## src/rtl/sram_pkg.sv

```systemverilog
// rtl/sram_pkg.sv - shared constants, address struct and FSM state for the SRAM read streamer
package sram_pkg;

    localparam int SRAM_DWIDTH    = 32;
    localparam int SRAM_NRAMWIDHT = 5;
    localparam int SRAM_AWIDTH    = 13;
    localparam int SRAM_LWIDTH    = 12;

    typedef struct packed {
        logic [SRAM_NRAMWIDHT-1:0] bank;
        logic [SRAM_AWIDTH-1:0]    offset;
    } sram_addr_t;

    typedef enum logic [1:0] {
        IDLE  = 2'd0,
        RUN   = 2'd1,
        DRAIN = 2'd2
    } sram_rd_state_e;

endpackage

```

## src/rtl/sram_rd_skid_fifo.sv

```systemverilog
// rtl/sram_rd_skid_fifo.sv - 2-entry FIFO holding {last, data} returned from the SRAM
// Ports: clk_i, rst_ni (async active-low); push_i/data_i/last_i write side;
//        pop_i read side; data_o/last_o/valid_o show the head entry; count_o = occupancy.
module sram_rd_skid_fifo #(
    parameter int DWIDTH = 32
) (
    input  logic              clk_i,
    input  logic              rst_ni,
    input  logic              push_i,
    input  logic [DWIDTH-1:0] data_i,
    input  logic              last_i,
    input  logic              pop_i,
    output logic [DWIDTH-1:0] data_o,
    output logic              last_o,
    output logic              valid_o,
    output logic [1:0]        count_o
);

    logic [DWIDTH:0] mem_q [2];
    logic            rd_ptr_q;
    logic            wr_ptr_q;
    logic [1:0]      count_q;

    always_ff @(posedge clk_i or negedge rst_ni) begin
        if (!rst_ni) begin
            mem_q[0] <= '0;
            mem_q[1] <= '0;
            rd_ptr_q <= 1'b0;
            wr_ptr_q <= 1'b0;
            count_q  <= 2'd0;
        end else begin
            if (push_i) begin
                mem_q[wr_ptr_q] <= {last_i, data_i};
                wr_ptr_q        <= ~wr_ptr_q;
            end
            if (pop_i) begin
                rd_ptr_q <= ~rd_ptr_q;
            end
            case ({push_i, pop_i})
                2'b10:   count_q <= count_q + 2'd1;
                2'b01:   count_q <= count_q - 2'd1;
                default: count_q <= count_q;
            endcase
        end
    end

    assign {last_o, data_o} = mem_q[rd_ptr_q];
    assign valid_o          = (count_q != 2'd0);
    assign count_o          = count_q;

endmodule

```

## src/rtl/sram_rd_streamer.sv

```systemverilog
// rtl/sram_rd_streamer.sv - burst read sequencer for SRAM port B with a valid/ready output stream
// Ports: clk_in, rst_n_in (async active-low); start_in/base_addr_in/len_in burst command;
//        busy_out/done_out status; sram_en_out/sram_we_out/sram_addr_out/sram_d_in array port B;
//        data_out/valid_out/last_out/ready_in output stream.
// Optional build macro: SRAM_RD_BANK_WRAP_EN keeps the bank bits fixed and wraps only the offset.
module sram_rd_streamer
    import sram_pkg::*;
#(
    parameter int DWIDTH    = SRAM_DWIDTH,
    parameter int NRAMWIDHT = SRAM_NRAMWIDHT,
    parameter int AWIDTH    = SRAM_AWIDTH,
    parameter int LWIDTH    = SRAM_LWIDTH
) (
    input  logic                      clk_in,
    input  logic                      rst_n_in,
    input  logic                      start_in,
    input  logic [NRAMWIDHT+AWIDTH-1:0] base_addr_in,
    input  logic [LWIDTH-1:0]         len_in,
    output logic                      busy_out,
    output logic                      done_out,
    output logic                      sram_en_out,
    output logic                      sram_we_out,
    output logic [NRAMWIDHT+AWIDTH-1:0] sram_addr_out,
    input  logic [DWIDTH-1:0]         sram_d_in,
    output logic [DWIDTH-1:0]         data_out,
    output logic                      valid_out,
    output logic                      last_out,
    input  logic                      ready_in
);

    localparam int ADDR_W = NRAMWIDHT + AWIDTH;

    sram_rd_state_e    state_q, state_d;
    logic [ADDR_W-1:0] addr_q, addr_d, addr_inc;
    logic [LWIDTH-1:0] rem_q, rem_d;
    logic              inflight_q, inflight_d;
    logic              inflight_last_q, inflight_last_d;
    logic              done_q, done_d;
    logic              issue;
    logic              pop;
    logic [1:0]        fifo_count;
    logic [1:0]        occ;

`ifdef SRAM_RD_BANK_WRAP_EN
    assign addr_inc = {addr_q[ADDR_W-1:AWIDTH], addr_q[AWIDTH-1:0] + AWIDTH'(1)};
`else
    assign addr_inc = addr_q + ADDR_W'(1);
`endif

    assign pop = valid_out & ready_in;
    // Buffered words plus the read still in flight; can never exceed 2.
    assign occ = fifo_count + {1'b0, inflight_q};

    always_comb begin
        state_d         = state_q;
        addr_d          = addr_q;
        rem_d           = rem_q;
        inflight_d      = 1'b0;
        inflight_last_d = 1'b0;
        done_d          = 1'b0;
        issue           = 1'b0;
        case (state_q)
            IDLE: begin
                if (start_in) begin
                    addr_d  = base_addr_in;
                    rem_d   = len_in;
                    state_d = RUN;
                end
            end
            RUN: begin
                // A slot frees this cycle if the consumer pops, so a full pipe may still issue.
                issue = (occ <= 2'd1) || ((occ == 2'd2) && pop);
                if (issue) begin
                    addr_d          = addr_inc;
                    inflight_d      = 1'b1;
                    inflight_last_d = (rem_q == '0);
                    if (rem_q == '0) begin
                        state_d = DRAIN;
                    end else begin
                        rem_d = rem_q - LWIDTH'(1);
                    end
                end
            end
            DRAIN: begin
                // The final word is the only one carrying last, so its handshake ends the burst.
                if (pop && last_out) begin
                    state_d = IDLE;
                    done_d  = 1'b1;
                end
            end
            default: state_d = IDLE;
        endcase
    end

    always_ff @(posedge clk_in or negedge rst_n_in) begin
        if (!rst_n_in) begin
            state_q         <= IDLE;
            addr_q          <= '0;
            rem_q           <= '0;
            inflight_q      <= 1'b0;
            inflight_last_q <= 1'b0;
            done_q          <= 1'b0;
        end else begin
            state_q         <= state_d;
            addr_q          <= addr_d;
            rem_q           <= rem_d;
            inflight_q      <= inflight_d;
            inflight_last_q <= inflight_last_d;
            done_q          <= done_d;
        end
    end

    sram_rd_skid_fifo #(
        .DWIDTH (DWIDTH)
    ) u_fifo (
        .clk_i   (clk_in),
        .rst_ni  (rst_n_in),
        .push_i  (inflight_q),
        .data_i  (sram_d_in),
        .last_i  (inflight_last_q),
        .pop_i   (pop),
        .data_o  (data_out),
        .last_o  (last_out),
        .valid_o (valid_out),
        .count_o (fifo_count)
    );

    assign busy_out      = (state_q != IDLE);
    assign done_out      = done_q;
    assign sram_en_out   = issue;
    assign sram_we_out   = 1'b0;
    assign sram_addr_out = addr_q;

endmodule

```

## config.mk

```make
export PLATFORM = sky130hd
export DESIGN_NAME = sram_rd_streamer
export DESIGN_NICKNAME = d
export VERILOG_FILES = /design/src/rtl/sram_pkg.sv /design/src/rtl/sram_rd_skid_fifo.sv /design/src/rtl/sram_rd_streamer.sv
export SDC_FILE = /design/constraint.sdc
export NUM_CORES = 1
export LEC_CHECK = 0
export CELL_PAD_IN_SITES_DETAIL_PLACEMENT = 1
export CELL_PAD_IN_SITES_GLOBAL_PLACEMENT = 1
export CORE_UTILIZATION = 35
export CTS_CLUSTER_DIAMETER = 40
export CTS_CLUSTER_SIZE = 24
export DETAILED_ROUTE_END_ITERATION = 10
export PLACE_DENSITY = 0.86
export REMOVE_ABC_BUFFERS = 1
export SYNTH_ARGS = -nofsm -noshare
export SYNTH_HDL_FRONTEND = slang
export SYNTH_SLANG_ARGS = --single-unit
```

## constraint.sdc

```tcl
create_clock -name clk_in -period 1.8 [get_ports clk_in]
set_input_delay 0.27 -clock clk_in [delete_from_list [all_inputs] [get_ports clk_in]]
set_output_delay 0.27 -clock clk_in [all_outputs]
set_load 0.01 [all_outputs]
```

==> results <==
- The max-slew headroom at the worst pin is between 60% and 70%.
- TritonCTS built the clock tree.
- Sequential elements use roughly half of the synthesized area.
- Max-cap violations in this run came to 0.
- The critical path capture point type is a flip-flop.
- The number of buffers and inverters on the critical path is 1.
- Among all flip-flop cells after synthesis, the most frequent one is sky130_fd_sc_hd__dfrtp_1.
- For this run, the share of the core covered by cells in the final layout is roughly 54%.
- For this run, asynchronously set or reset flops after synthesis account for 100.0%.
- The analysis attributes to cell leakage a power of approximately 3.3 nW.
- The number of synthesized register bits is about 110.
- The area overhead of the layout relative to synthesis is 52.23%.
- The via count of the first global-routing pass was slightly below 5k.
- The ratio of routed vias to standard cells is between 5 and 6.
- The total number of nets in the final design is around 700.
- Setup repair after global routing could not meet its margin everywhere.
- The final HPWL from detailed placement is about 11000 um.
- The routability-driven placement congestion ratio is 0.8303.
- After detailed routing, the number of remaining DRC violations is 0.
- The flow ran to the end, but the final reports show violations.
- The number of pins with negative max-slew slack in the final report was 0.
- Along the worst path, the maximum fanout reaches 5.
- The post-detailed-route count of antenna-violating nets is 0.
- The initial antenna violation count is 1.
- For this design, the sink count on the clock tree is approximately 110.
- The floorplan die width is roughly 120 um.
- The routed length per placed instance is between 20 and 25 um.
- The number of enable flip-flop cells after synthesis is 0.
- At the pin with the least slew margin, the transition time is about 0.56 ns.
- For the worst setup path, the data required time is ~2.1 ns.
- For this run the aggregate overflow at the end of global routing stands at 0.
- The H-tree was split into 3 levels.
- The global router's overall resource usage is 22.94%.
- The cell area after technology mapping is around 5200 sq um.
- During placement, the flow inserted port buffers numbering 120.
- The pin count of the biggest net entering global routing is 39.
- Setup violations remaining at the end of the flow were counted as 42.
- The root buffer selected by CTS is sky130_fd_sc_hd__clkbuf_16.
- The clock tree skew after final layout is 0.005566 ns.
- The type of the tightest min-delay check is input port to asynchronous set/reset pin.
- The final hold violation count was 0.
- The clock slew seen by the registers of the worst setup and hold paths is about 0.08 ns.
- VDD sags by at most 885.6 uV.
- In this run the cell area measured after placement is between 6000 and 7000 sq um.
- Once the floorplan was initialized, standard cells occupied about 36% of the core.
- The number of synthesis warnings is 0.
- The delay of the slowest cell on the worst path is between 0.4 and 0.5 ns.
- The checks that failed: setup timing.
- For this block, the routed nets add up to approximately 17000 um of wire.
- The number of clock buffers added by TritonCTS is 9.
- between 100 and 150 I/O pins were placed.
- The most common cell after layout, fill and taps aside is sky130_fd_sc_hd__dfrtp_1.
- The critical path in this run is classified as flip-flop to flip-flop.
- The floorplan step defined a die boundary enclosing around 15000 sq um.
- The first detailed-routing pass took 4 iterations.
- The average instance area after synthesis is 11.69 sq um.
- The floorplan step set the die height to around 120 um.
- The power density over the cells is around 2100 nW/um^2.
- The number of antenna diodes in the final layout is 0.
- The detailed-route via count is 4369.
- The core region is about 14000 sq um.
- Leaving out fill and tap cells, the most frequent cells in the layout are sky130_fd_sc_hd__dfrtp_1, sky130_fd_sc_hd__clkdlybuf4s50_1, sky130_fd_sc_hd__mux2_2, sky130_fd_sc_hd__buf_4, sky130_fd_sc_hd__buf_6.
- After routing the design area is slightly below 8000 sq um.
- The critical path goes through ha_4, and3b_2, o22a_4, a31oi_4, buf_6, o21ai_2, a221oi_2.
- Counting I/O delays and the setup requirement, the final critical path takes slightly below 2 ns.
- The part of the cycle the worst path needs is 109.8%.
- In the post-route analysis, the smallest setup slack over all paths is -0.1759 ns.
- Summed over all failing endpoints, the final setup total negative slack is -3.533 ns.
- At the worst endpoint, the arrival time is ~2.2 ns.
- In the final layout, the share of cells above drive strength 1 is a little under half.
- Synthesis handed over a netlist of between 400 and 500 instances.
- No sink is reached through more buffers than the 2 on the longest clock path.
- Derived from the worst setup path, the maximum achievable clock frequency is about 0.51 GHz.
- The number of DRC markers after the initial detailed-route iteration is 147.
- The clock reaches the later pin of the worst-skew pair after around 0.35 ns.
- The gate family responsible for the most delay along the worst path is compound AO/OA/AOI/OAI gates.
- For this design, the slowest cell found on the critical path is sky130_fd_sc_hd__dfrtp_1.
- The netlist uses 61 different library cells.
- The critical path startpoint category is a flip-flop.
- The first-pass GRT wire length is between 20000 and 30000 um.
- The number of fill cells in the layout is ~1.5k.
- The floorplan has 44 rows.
## worst paths after layout
path,slack [ns],to,depth (start not counted),start
max,-0.18,rem_q[7]$_DFFE_PN0P_,7,u_fifo.count_o[0]$_DFFE_PN0P_
min,0.29,u_fifo.mem_q[30]$_DFFE_PN0P_,2,rst_n_in
max reg2reg,-0.18,rem_q[7]$_DFFE_PN0P_,7,u_fifo.count_o[0]$_DFFE_PN0P_
min reg2reg,0.51,u_fifo.mem_q[18]$_DFFE_PN0P_,1,u_fifo.mem_q[18]$_DFFE_PN0P_
max in group asynchronous,0.86,u_fifo.rd_ptr_q$_DFFE_PN0P_,3,rst_n_in
min in group clk_in,0.50,sram_addr_out[1]$_DFFE_PN0P_,3,base_addr_in[1]
## Yosys cell counts (3+ instances only)
cell	instances	area share, %
sky130_fd_sc_hd__o22ai_1	8	0.97
sky130_fd_sc_hd__and3_1	3	0.36
sky130_fd_sc_hd__buf_4	3	0.44
sky130_fd_sc_hd__o21a_1	3	0.44
sky130_fd_sc_hd__inv_1	9	0.65
sky130_fd_sc_hd__or2_2	3	0.36
sky130_fd_sc_hd__o221a_2	3	0.65
sky130_fd_sc_hd__ha_1	5	1.2
sky130_fd_sc_hd__nand3_1	10	0.97
sky130_fd_sc_hd__nand4_1	7	0.85
sky130_fd_sc_hd__nand2_1	19	1.4
sky130_fd_sc_hd__a21oi_1	27	2.6
sky130_fd_sc_hd__dfrtp_1	105	51
sky130_fd_sc_hd__xor2_1	3	0.51
sky130_fd_sc_hd__a31oi_1	3	0.36
sky130_fd_sc_hd__nor2_1	21	1.5
sky130_fd_sc_hd__o21ai_0	25	2.4
sky130_fd_sc_hd__and2_1	4	0.48
sky130_fd_sc_hd__nand2b_1	4	0.48
sky130_fd_sc_hd__buf_2	8	0.77
sky130_fd_sc_hd__nor4_1	5	0.61
sky130_fd_sc_hd__mux2_2	99	22
sky130_fd_sc_hd__buf_1	4	0.29
sky130_fd_sc_hd__clkbuf_1	9	0.65
sky130_fd_sc_hd__nor3_1	8	0.77
sky130_fd_sc_hd__a31o_2	5	0.85
## sequential cells by signal, indices dropped and copies added, names as in the netlist
register,count
sram_addr_out,18
inflight_q,1
inflight_last_q,1
u_fifo.rd_ptr_q,1
u_fifo.count_o,2
u_fifo.wr_ptr_q,1
rem_q,12
u_fifo.mem_q,66
state_q,2
done_out,1
## kinds of logic after synthesis
group,share of synthesized area [%]
flops,50.85
mux,21.77
simple gates,9.976
compound gates,12.25
buf+inv,3.026
fa+ha+maj,1.211
xor+xnor,0.8476
other cells,0.07257
## final cells by class
| type | count | area, sq um | share of cell area [%] |
|---|---|---|---|
| Multi-Input combinational cell | 303 | 2734 | 34.75 |
| Sequential cell | 105 | 2629 | 33.42 |
| Timing Repair Buffer | 196 | 1949 | 24.78 |
| Clock buffer | 11 | 242.7 | 3.086 |
| Tap cell | 184 | 230.2 | 2.927 |
| Clock inverter | 5 | 47.55 | 0.6044 |
| Inverter | 9 | 33.78 | 0.4295 |
## power breakdown
part	switching [mW]	internal (mW)	leakage, nW
clock	0.930	1.01	0.140
combinational	4.62	5.75	1.97
sequential	0.938	3.55	1.23
## metal layers
layer | GRT usage (%) | part of all wire (%) | vias to the layer above
li1 | - | - | 1986
met1 | 25.47 | 38 | 2179
met2 | 41.90 | 52 | 166
met3 | 6.827 | 7.4 | 36
met4 | 6.852 | 2.4 | 2
met5 | 0 | 0.064 | -
## worst register-to-register path, delay by kind of cell, from the launching register on
| family | cells | cell delay, ns |
|---|---|---|
| buffers and inverters | 1 | 0.17 |
| adder cells (fa/ha/maj) | 1 | 0.28 |
| AND/OR/NAND/NOR | 1 | 0.23 |
| flip-flops | 1 | 0.43 |
| AO/OA/AOI/OAI | 4 | 0.79 |
## stage by stage
stage	hold slack [ns]	total power, mW	setup WS (ns)	cells
6_report	0.2941	16.79	-0.1759	813
5_1_grt	0.3118	17.81	-0.2395	813
4_1_cts	0.2813	15.68	-0.2205	814
3_5_place_dp	0.1272	12.48	-0.3322	770
3_3_place_gp	0.1243	11.98	-0.3423	770
2_1_floorplan	-0.02559	8.504	-0.5847	417
## what timing repair did
item,CTS,global route
gates resized for setup,202,88
buffers inserted,22,7
endpoints found under the hold margin,10,0
setup endpoints to repair,66,69
hold buffers,1,0
gates cloned,5,0
pin swaps,19,16
Power figures use the tool's default switching activity.
